**src/rtl/adder_tree_loader.sv**
```systemverilog
// Adder tree operand loader.
// Collects up to eight operand words into slots 0..7, zero-pads short groups,
// and presents the complete group plus its real-operand count to the tree.
module adder_tree_loader #(
    parameter int ADDER_WIDTH = 11
) (
    input  logic                   clk,
    input  logic                   rst,
    input  logic [ADDER_WIDTH-1:0] in_data,
    input  logic                   in_valid,
    input  logic                   in_last,
    output logic                   in_ready,
    output logic [ADDER_WIDTH-1:0] op0,
    output logic [ADDER_WIDTH-1:0] op1,
    output logic [ADDER_WIDTH-1:0] op2,
    output logic [ADDER_WIDTH-1:0] op3,
    output logic [ADDER_WIDTH-1:0] op4,
    output logic [ADDER_WIDTH-1:0] op5,
    output logic [ADDER_WIDTH-1:0] op6,
    output logic [ADDER_WIDTH-1:0] op7,
    output logic                   out_valid,
    input  logic                   out_ready,
    output logic [3:0]             out_count
);

    typedef enum logic {
        ST_FILL = 1'b0,
        ST_HOLD = 1'b1
    } state_t;

    state_t                 r_state;
    logic [2:0]             r_idx;
    logic [3:0]             r_count;
    logic [ADDER_WIDTH-1:0] r_slot [0:7];

    logic w_accept;
    logic w_complete;

    // The ready term is gated by rst so the source never sees ready during reset.
    assign in_ready   = ~rst & (r_state == ST_FILL);
    assign w_accept   = in_valid & in_ready;
    assign w_complete = w_accept & (in_last | (r_idx == 3'd7));

    // Group-level control: write index, operand count and FILL/HOLD sequencing.
    always_ff @(posedge clk or posedge rst) begin
        if (rst) begin
            r_state <= ST_FILL;
            r_idx   <= 3'd0;
            r_count <= 4'd0;
        end else begin
            case (r_state)
                ST_FILL: begin
                    if (w_complete) begin
                        r_count <= {1'b0, r_idx} + 4'd1;
                        r_idx   <= 3'd0;
                        r_state <= ST_HOLD;
                    end else if (w_accept) begin
                        r_idx <= r_idx + 3'd1;
                    end
                end
                ST_HOLD: begin
                    // Handoff: the next group starts at slot 0 one cycle later.
                    if (out_ready) begin
                        r_state <= ST_FILL;
                        r_count <= 4'd0;
                    end
                end
                default: begin
                    r_state <= ST_FILL;
                    r_idx   <= 3'd0;
                    r_count <= 4'd0;
                end
            endcase
        end
    end

    // One register per slot: load on an accept aimed at this slot, or clear when
    // a short group finishes below it. Slots are untouched in every other cycle.
    generate
        for (genvar gi = 0; gi < 8; gi++) begin : g_slot
            localparam logic [2:0] SLOT_IDX = 3'(gi);

            always_ff @(posedge clk or posedge rst) begin
                if (rst) begin
                    r_slot[gi] <= '0;
                end else if (w_accept && (r_idx == SLOT_IDX)) begin
                    r_slot[gi] <= in_data;
                end else if (w_complete && (SLOT_IDX > r_idx)) begin
                    r_slot[gi] <= '0;
                end
            end
        end
    endgenerate

    assign op0       = r_slot[0];
    assign op1       = r_slot[1];
    assign op2       = r_slot[2];
    assign op3       = r_slot[3];
    assign op4       = r_slot[4];
    assign op5       = r_slot[5];
    assign op6       = r_slot[6];
    assign op7       = r_slot[7];
    assign out_valid = (r_state == ST_HOLD);
    assign out_count = r_count;

endmodule

```
**config.mk**
```make
export PLATFORM = sky130hd
export DESIGN_NAME = adder_tree_loader
export DESIGN_NICKNAME = d
export VERILOG_FILES = /design/src/rtl/adder_tree_loader.sv
export SDC_FILE = /design/constraint.sdc
export NUM_CORES = 1
export LEC_CHECK = 0
export BUFFER_PORTS_ARGS = -buffer_cell sky130_fd_sc_hd__buf_2
export CAP_MARGIN = 30
export CORE_MARGIN = 2
export CORE_UTILIZATION = 40
export DETAILED_ROUTE_END_ITERATION = 6
export GPL_ROUTABILITY_DRIVEN = 0
export HOLD_SLACK_MARGIN = 0.15
export PLACE_DENSITY_LB_ADDON = 0.1
export SLEW_MARGIN = 10
export SYNTH_ARGS = -nofsm -noshare
export SYNTH_HDL_FRONTEND = slang
export SYNTH_SLANG_ARGS = --single-unit
```
**constraint.sdc**
```tcl
create_clock -name clk -period 3.3 [get_ports clk]
set_input_delay 0.165 -clock clk [delete_from_list [all_inputs] [get_ports clk]]
set_output_delay 0.165 -clock clk [all_outputs]
set_load 0.02 [all_outputs]
```
# --- Yosys cells after proc, flatten, opt, wreduce, memory -nomap -nowiden ---
# Index checks and enable logic that the tools add are counted.
# Widths: inputs -> output; s select.
word_totals:
  ramBits: 0
  register_bits: 96
  mem_count: 0
  mem_bits_ro: 0
  inputBits: 16
  latchBits: 0
  output_inout_bits: 94
op_classes:
  n_mux: 24
  shifts: 0
  bitwise: 6
  addsub: 2
  eq_ne: 9
  n_lt_le_gt_ge: 8
  reduce_logical: 28
  mul: 0
  n_div: 0
ops:
  columns: ["operator", "n"]
  rows:
  - ["$mux 11", 16]
  - ["$reduce_bool 2->1", 9]
  - ["$logic_and 1x1->1", 16]
  - ["$eq 3x3->1 const B", 4]
  - ["$gt 3x3->1 const A", 4]
  - ["$mux 4", 2]
  - ["$pmux 4 s2", 1]
  - ["$eq 3x2->1 const B", 2]
  - ["$gt 1x3->1 const A", 2]
  - ["$gt 2x3->1 const A", 2]
  - ["$mux 3", 2]
  - ["$add 3x1->4 const B", 1]
  - ["$ne 2x2->1 const B", 2]
  - ["$reduce_and 2->1", 2]
  - ["$add 3x1->3 const B", 1]
  - ["$and 1x1->1", 3]
  - ["$eq 3x1->1 const B", 1]
  - ["$logic_not 3->1", 1]
  - ["$mux 1", 2]
  - ["$not 1->1", 2]
  - ["$pmux 1 s2", 1]
  - ["$or 1x1->1", 1]

# --- Depth between registers and ports, before layout ---
# Gate-level depths: netlist of the first run.
logic_depth:
  depth_word: 7
  ltp_mapped: 7
  mapped_depth_nobuf: 5

# --- Least setup slack after synthesis of the first run ---
# OpenSTA, ideal clock, no wires.
synth_path:
  kind: "reg-to-reg"
  startpoint: "register r_state, in the netlist out_valid"
  endpoint: "register r_slot, in the netlist op1[0]"
  path_buffers: 1
  stages_incl_launch_ff: 5
  slack_ps: 1340
  required_time_ps: 3175
  arrival_time_ps: 1835
  period_less_slack_ps: 1960
  path_cell_list: "dfrtp_1 or4b_4 or3_4 buf_6 mux2_4"
synth_between:
  elab_chain_len: 6
synth_rtl:
  columns: ["item", "line_no", "text"]
  rows:
  - ["start: declaration", "31", "state_t r_state;"]
  - ["start signal: assignment", "47", "r_state <= ST_FILL;"]
  - ["start signal: assignment", "56", "r_state <= ST_HOLD;"]
  - ["start signal: assignment", "64", "r_state <= ST_FILL;"]
  - ["$not 1->1 (no source line) *", null, null]
  - ["$and 1x1->1 *", "40", "assign in_ready = ~rst & (r_state == ST_FILL);"]
  - ["$and 1x1->1 *", "41", "assign w_accept = in_valid & in_ready;"]
  - ["$and 1x1->1", "42", "assign w_complete = w_accept & (in_last | (r_idx == 3'd7));"]
  - ["$logic_and 1x1->1", "88", "end else if (w_complete && (SLOT_IDX > r_idx)) begin"]
  - ["$reduce_bool 2->1 (no source line)", null, null]
  - ["end signal: indexed assignment", "87", "r_slot[gi] <= in_data;"]
  - ["end: declaration", "34", "logic [ADDER_WIDTH-1:0] r_slot [0:7];"]
# Mark *: on every way between the ends. The rest lies on a longest branch, timed or not.
# A chain may end at the register's enable or synchronous reset.

# --- Worst setup path in the final report of the first run ---
layout_path:
  startpoint: "register r_idx[0]"
  endpoint: "register r_slot, in the netlist op6[9]"
layout_between:
  elab_chain_len: 5
layout_rtl:
  columns: ["item", "line_no", "text"]
  rows:
  - ["start: declaration", "32", "logic [2:0] r_idx;"]
  - ["start signal: assignment", "58", "r_idx <= r_idx + 3'd1;"]
  - ["$eq 3x3->1", "42", null]
  - ["$or 1x1->1", "42", null]
  - ["$and 1x1->1", "42", null]
  - ["$logic_and 1x1->1", "88", null]
  - ["$reduce_bool 2->1 (no source line)", null, null]
# Several ways; a longest one is shown, not always the timed one.

==> results of run 1 <==
stage by stage:
step | instances | worst slack, ps | hold slack, ps | utilization [%] | instance area, µm²
6_report | 564 | 981 | 167 | 48.9 | 5000
2_1_floorplan | 337 | 630 | 261 | - | 4160
3_5_place_dp | 545 | 1060 | 294 | 46.5 | 4760
4_1_cts | 564 | 1030 | 155 | 48.9 | 5000
3_3_place_gp | 544 | 1120 | 371 | 46.3 | 4740
5_1_grt | 564 | 878 | 151 | 48.9 | 5000
per-layer routing:
metal	wire, µm	up-vias	track usage [%]
met5	0	-	0
met4	126	0	6.11
met3	549	11	4.23
met2	5700	98	34.2
met1	5200	1601	29.0
li1	-	1424	-
worst reg2reg max path: cells and delay by family, from the launching register on:
kind                     cells  cell delay, ps
flip-flops                   1             480
buffers and inverters        1             140
adder cells (fa/ha/maj)      1             210
AO/OA/AOI/OAI                1             180
AND/OR/NAND/NOR              2            1230
path summary, 6_finish.rpt:
| kind | cells after the start | end | from |
|---|---|---|---|
| min in group asynchronous | 3 | op5[8] | rst |
| hold / removal | 2 | op4[10] | in_data[10] |
| max in group asynchronous | 5 | r_idx[1] | rst |
| setup reg to reg | 5 | op6[9] | r_idx[0] |
| hold reg to reg | 1 | op2[5] | op2[5] |
| setup / recovery | 5 | op6[9] | r_idx[0] |
logic make-up (layout without fill, tap and decap cells):
kind of cell,count (synthesis),after routing,synth area share (%)
and+or+nand+nor,28,28,3.82
adders and majority gates,4,4,1.20
muxes,22,22,6.86
buffers and inverters,49,140,5.17
DFF,96,96,57.7
AOI/OAI and AO/OA,138,138,25.2
placed cells by master, fill, tap and decap left out, drive strengths merged:
cell,Yosys,final
or2,2,2
ha,4,4
or3,1,1
nand3,2,2
a311oi,1,1
and3,2,2
a211oi,1,1
a21o,1,1
dfrtp,96,96
dlygate4sd3,0,3
or3b,3,3
a22o,33,33
clkinv,0,2
bufinv,0,1
o31ai,1,1
or4b,2,2
clkbuf,20,12
nor2b,1,1
nand2,9,9
mux2,22,22
o211ai,5,5
clkinvlp,0,1
o31a,22,22
o2bb2ai,33,33
inv,6,6
a2bb2oi,1,1
buf,23,115
nor2,6,6
o21ai,40,40
timing repair:
item                                    4_1_cts  5_1_grt
hold endpoints to repair                     32        0
endpoints found under the setup margin        0        0
buffers inserted                              0        0
hold buffers                                  3        0
power breakdown:
| group | internal [mW] | switching, mW | leakage [nW] | total [mW] |
|---|---|---|---|---|
| Clock | 0.394 | 0.415 | 0.103 | 0.809 |
| Sequential | 1.38 | 0.134 | 1.30 | 1.52 |
| Combinational | 0.432 | 0.604 | 1.13 | 1.04 |
| Total | 2.21 | 1.15 | 2.53 | 3.36 |
registers in the layout, summed over array words and instances, names as in the netlist:
register   count
r_idx          3
out_valid      1
out_count      4
op3           11
op1           11
op7           11
op6           11
op4           11
op5           11
op2           11
op0           11
layout make-up:
cell class                      count  area (µm²)
Multi-Input combinational cell    192        1550
Fill cell                         980        5230
Inverter                            6        23.8
Clock buffer                       12         155
Clock inverter                      4        51.3
Timing Repair Buffer              118         646
Sequential cell                    96        2400
Tap cell                          136         170
==> flow_summary.toml, run 1 <==
[floorplan]
row_count = 37
io-pin-count = 110
floorplan.core_area_um2 = 10200
initial_core_util_pct = 40.7
floorplan.die.width_um = 106
chipHeight_um = 106
die_area_um2 = 11200

[worst_setup_path]
kind_of_start_point_of_the_critical_path = "flop"
cp_slowest_stage_delay_ps = 640
critPathMaxFanout = 12
worst-endpoint-arrival_ps = 2600
number_of_buffers_and_inverters_on_the_critical_path = 1
timing.critical_path.max_delay_family = "simple AND/OR/NAND/NOR gates"
cp_data_required_time_ps = 3590
reg2reg_setup_slack_ps = 980
path_cells = "inv_1, ha_1, or3b_2, nor2_1, o2bb2ai_1"
endpoint_kind = "flop"
worstSetupPathType = "reg2reg"
crit_slowest_cell = "sky130_fd_sc_hd__nor2_1"

[clock_tree]
ctsHtreeMaxLevel = 3
ctsLongestPathBuffers = 2
worstSkewPairLatency_ps = 370
cts_buffers = 9
cts_tree = "built"
post_cts_resize_count = 0
cts_num_sinks = 96
clk_transition_reported_paths_ps = 90
cts.root.buffer_cell = "sky130_fd_sc_hd__clkbuf_8"

[timing]
min_period_ps = 2320
report.final.setup_viol = 0
totalNegativeSetupSlack_ps = 0
clock_skew_ps = 13.1
finalHoldViolCount = 0
clock.fmax_ghz = 0.431
worst_slew_margin_rel_pct = 35.6
worst_slew_pin_slew_ps = 962
final_min_period_over_clock_period_pct = 70.3
rsz_0062_raised_after_global_routing = "no"
finalMaxSlewViolations = 0

[grt]
first_global_vias = 3039
grt_max_degree = 41
antenna_found_initial = 0
grtUsageTotal_pct = 21.1
grt_overflow = 0
grt_first_pass_wirelength_mm = 18.0

[synthesis]
synth_edf_count = 0
netlist-cell-type-count = 30
synth_ff_type = "sky130_fd_sc_hd__dfrtp_1"
synth_nets = 357
syn-instance-count = 337
synthesis.area_um2 = 4160
netlist.top_cell.by_area = "sky130_fd_sc_hd__dfrtp_1"
netlist.area_leader.share_pct = 57.7
yosys-top-cells-count = "sky130_fd_sc_hd__dfrtp_1, sky130_fd_sc_hd__o21ai_0, sky130_fd_sc_hd__a22o_1, sky130_fd_sc_hd__o2bb2ai_1, sky130_fd_sc_hd__o31a_1"
post_synth_main_area_contributors = "sky130_fd_sc_hd__dfrtp_1, sky130_fd_sc_hd__a22o_1, sky130_fd_sc_hd__o2bb2ai_1"
ys_seq_area_share_pct = 57.7
yosys_warnings = 0
syn_area_per_cell_um2 = 12.3
ys_ff_latch = 96
synth-async-reset-ratio_pct = 100
yosysMostFrequentCell = "sky130_fd_sc_hd__dfrtp_1"

[worst_hold_path]
worstHoldPathType = "in2reg"

[drt]
detail_route.first_pass.iterations = 4
drt-wirelength-per-cell_um = 20.5
drt_iter0_markers = 119
route.detailed.vias_per_inst = 5.56
wirelength_mm = 11.6
postRouteAntennaNets = 0
drc = 0
vias = 3134

[flow_run]
max-cap-violations = 0

[placement]
port_buffers = 109
detailed_place_hpwl_mm = 7.60

[finish]
nets = 443
drive_above_1_share_pct = 37.6
syn2layout_area_growth_pct = 20.2
antenna_cells = 0

[power]
finalPower_mw = 3.36
power-per-cell-area_nw_per_um2 = 672
largest_vdd_supply_drop_v = 0.000357
leakage_nw = 2.53

[status]
result_of_the_run = "finished clean"
No activity file was read; power rests on OpenSTA's default activity.
==> inputs of run 2 (changes only) <==
==> constraint.sdc (replaced) <==
create_clock -name clk -period 1.9 [get_ports clk]
set_input_delay 0.095 -clock clk [delete_from_list [all_inputs] [get_ports clk]]
set_output_delay 0.095 -clock clk [all_outputs]
set_load 0.02 [all_outputs]
==> flow_summary.toml, run 2 (synthesized netlist as in run 1, its figures left out) <==
[status]
result_of_the_run = "finished clean"

[worst_setup_path]
crit_slowest_cell = "sky130_fd_sc_hd__dlygate4sd3_1"
cp_slowest_stage_delay_ps = 530
reg2regPathDepth = 3
kind_of_start_point_of_the_critical_path = "input pin"
critPathMaxFanout = 11
worstSetupPathType = "in2reg"
cp_data_required_time_ps = 2140
number_of_stages_on_the_worst_setup_path = 5
path_cells = "dlygate4sd3_1, buf_2, or4b_4, or3_4, mux2_4"
endpoint_kind = "flop"
worst-endpoint-arrival_ps = 2130
number_of_buffers_and_inverters_on_the_critical_path = 2
timing.critical_path.max_delay_family = "simple AND/OR/NAND/NOR gates"

[flow_run]
max-cap-violations = 0

[power]
power-per-cell-area_nw_per_um2 = 1110
largest_vdd_supply_drop_v = 0.000597
finalPower_mw = 5.92
leakage_nw = 2.69

[timing]
final_min_period_over_clock_period_pct = 99.2
finalMaxSlewViolations = 0
rsz_0062_raised_after_global_routing = "yes"
report.final.setup_viol = 0
clock_skew_ps = 9.05
finalHoldViolCount = 0
totalNegativeSetupSlack_ps = 0
worst_slew_pin_slew_ps = 668
worst_slew_margin_rel_pct = 55.5
min_period_ps = 1880
clock.fmax_ghz = 0.531

[finish]
layout_commonest_cell = "sky130_fd_sc_hd__buf_2"
stdcell_area_um2 = 5310
nets = 479
antenna_cells = 0
mostFrequentLayoutCells = "sky130_fd_sc_hd__buf_2, sky130_fd_sc_hd__dfrtp_1, sky130_fd_sc_hd__o21ai_0"
syn2layout_area_growth_pct = 27.7
drive_above_1_share_pct = 40.6

[drt]
postRouteAntennaNets = 0
vias = 3250
drt_iter0_markers = 106
drc = 0
drt-wirelength-per-cell_um = 19.4
detail_route.first_pass.iterations = 5
wirelength_mm = 11.6
route.detailed.vias_per_inst = 5.43

[floorplan]
floorplan.core_area_um2 = 10200
io-pin-count = 110
die_area_um2 = 11200
floorplan.die.width_um = 106
chipHeight_um = 106
initial_core_util_pct = 40.7
row_count = 37

[placement]
port_buffers = 109
placed_area_um2 = 4970
detailed_place_hpwl_mm = 7.52

[clock_tree]
clk_transition_reported_paths_ps = 80
ctsHtreeMaxLevel = 3
cts.root.buffer_cell = "sky130_fd_sc_hd__clkbuf_8"
cts_num_sinks = 96
worstSkewPairLatency_ps = 360
cts_buffers = 9
ctsLongestPathBuffers = 2
cts_tree = "built"

[worst_hold_path]
holdPathStages = 5
worstHoldPathType = "in2reg"

[grt]
antenna_found_initial = 0
grt_max_degree = 53
first_global_vias = 3226
grt_first_pass_wirelength_mm = 18.0
grt_overflow = 0
grtUsageTotal_pct = 21.0
-- run 2: changes by cell type in the layout (fill, tap and decap cells not counted), moves of 2 or more --
cell,delta
sky130_fd_sc_hd__o21ai_0,-5
sky130_fd_sc_hd__buf_6,+2
sky130_fd_sc_hd__o21ai_1,+5
sky130_fd_sc_hd__buf_4,+22
sky130_fd_sc_hd__dlygate4sd3_1,+11
-- run 2: path summary, 6_finish.rpt --
| kind | from | endpoint | slack, ps |
|---|---|---|---|
| max reg2reg | r_idx[1] | op1[1] | 30 |
| max | rst | op1[1] | 20 |
| min in group asynchronous | rst | out_count[2] | 530 |
| min reg2reg | op2[8] | op2[8] | 500 |
| max in group asynchronous | rst | op4[9] | 880 |
| min | in_last | r_idx[2] | 230 |
-- run 2: stage by stage --
step / std cells / hold WS [ps] / setup slack (ps) / util [%]
floorplan: 337 / 188 / -9.05 / -
CTS: 599 / 221 / 28.1 / 51.8
global route: 599 / 224 / -8.34 / 51.9
detailed placement: 570 / 317 / 32.1 / 48.5
global placement: 570 / 318 / 70.2 / 48.5
finish: 599 / 231 / 15.5 / 51.9
-- run 2: timing repair --
item                                    in CTS  in global routing
hold endpoints to repair                   138                  0
gates resized for setup                      0                  9
endpoints found under the setup margin       0                 35
buffers inserted                             0                  0
hold buffers                                14                  0
-- run 2: layout make-up --
type	instances	area, µm²
inverter	6	26.3
timing repair buffer	154	963
multi-input combinational	192	1560
fill	959	4920
sequential	96	2400
clock inverter	5	56.3
clock buffer	10	138
tap	136	170
-- run 2: power by group --
part           internal, mW  switching, mW
logic                 0.856           1.09
registers              2.40          0.213
clock network         0.638          0.718
total                  3.90           2.02
-- run 2: worst reg2reg max path: cells and delay by family (launching register included) --
family	cells	cell delay, ps
flip-flops	1	420
multiplexers	1	330
AND/OR/NAND/NOR	2	1010
-- run 2: layer usage --
layer | routed length (µm) | track usage (%)
met1 | 5120 | 28.0
met4 | 189 | 6.86
met3 | 553 | 4.48
met2 | 5740 | 34.2
met5 | 0 | 0
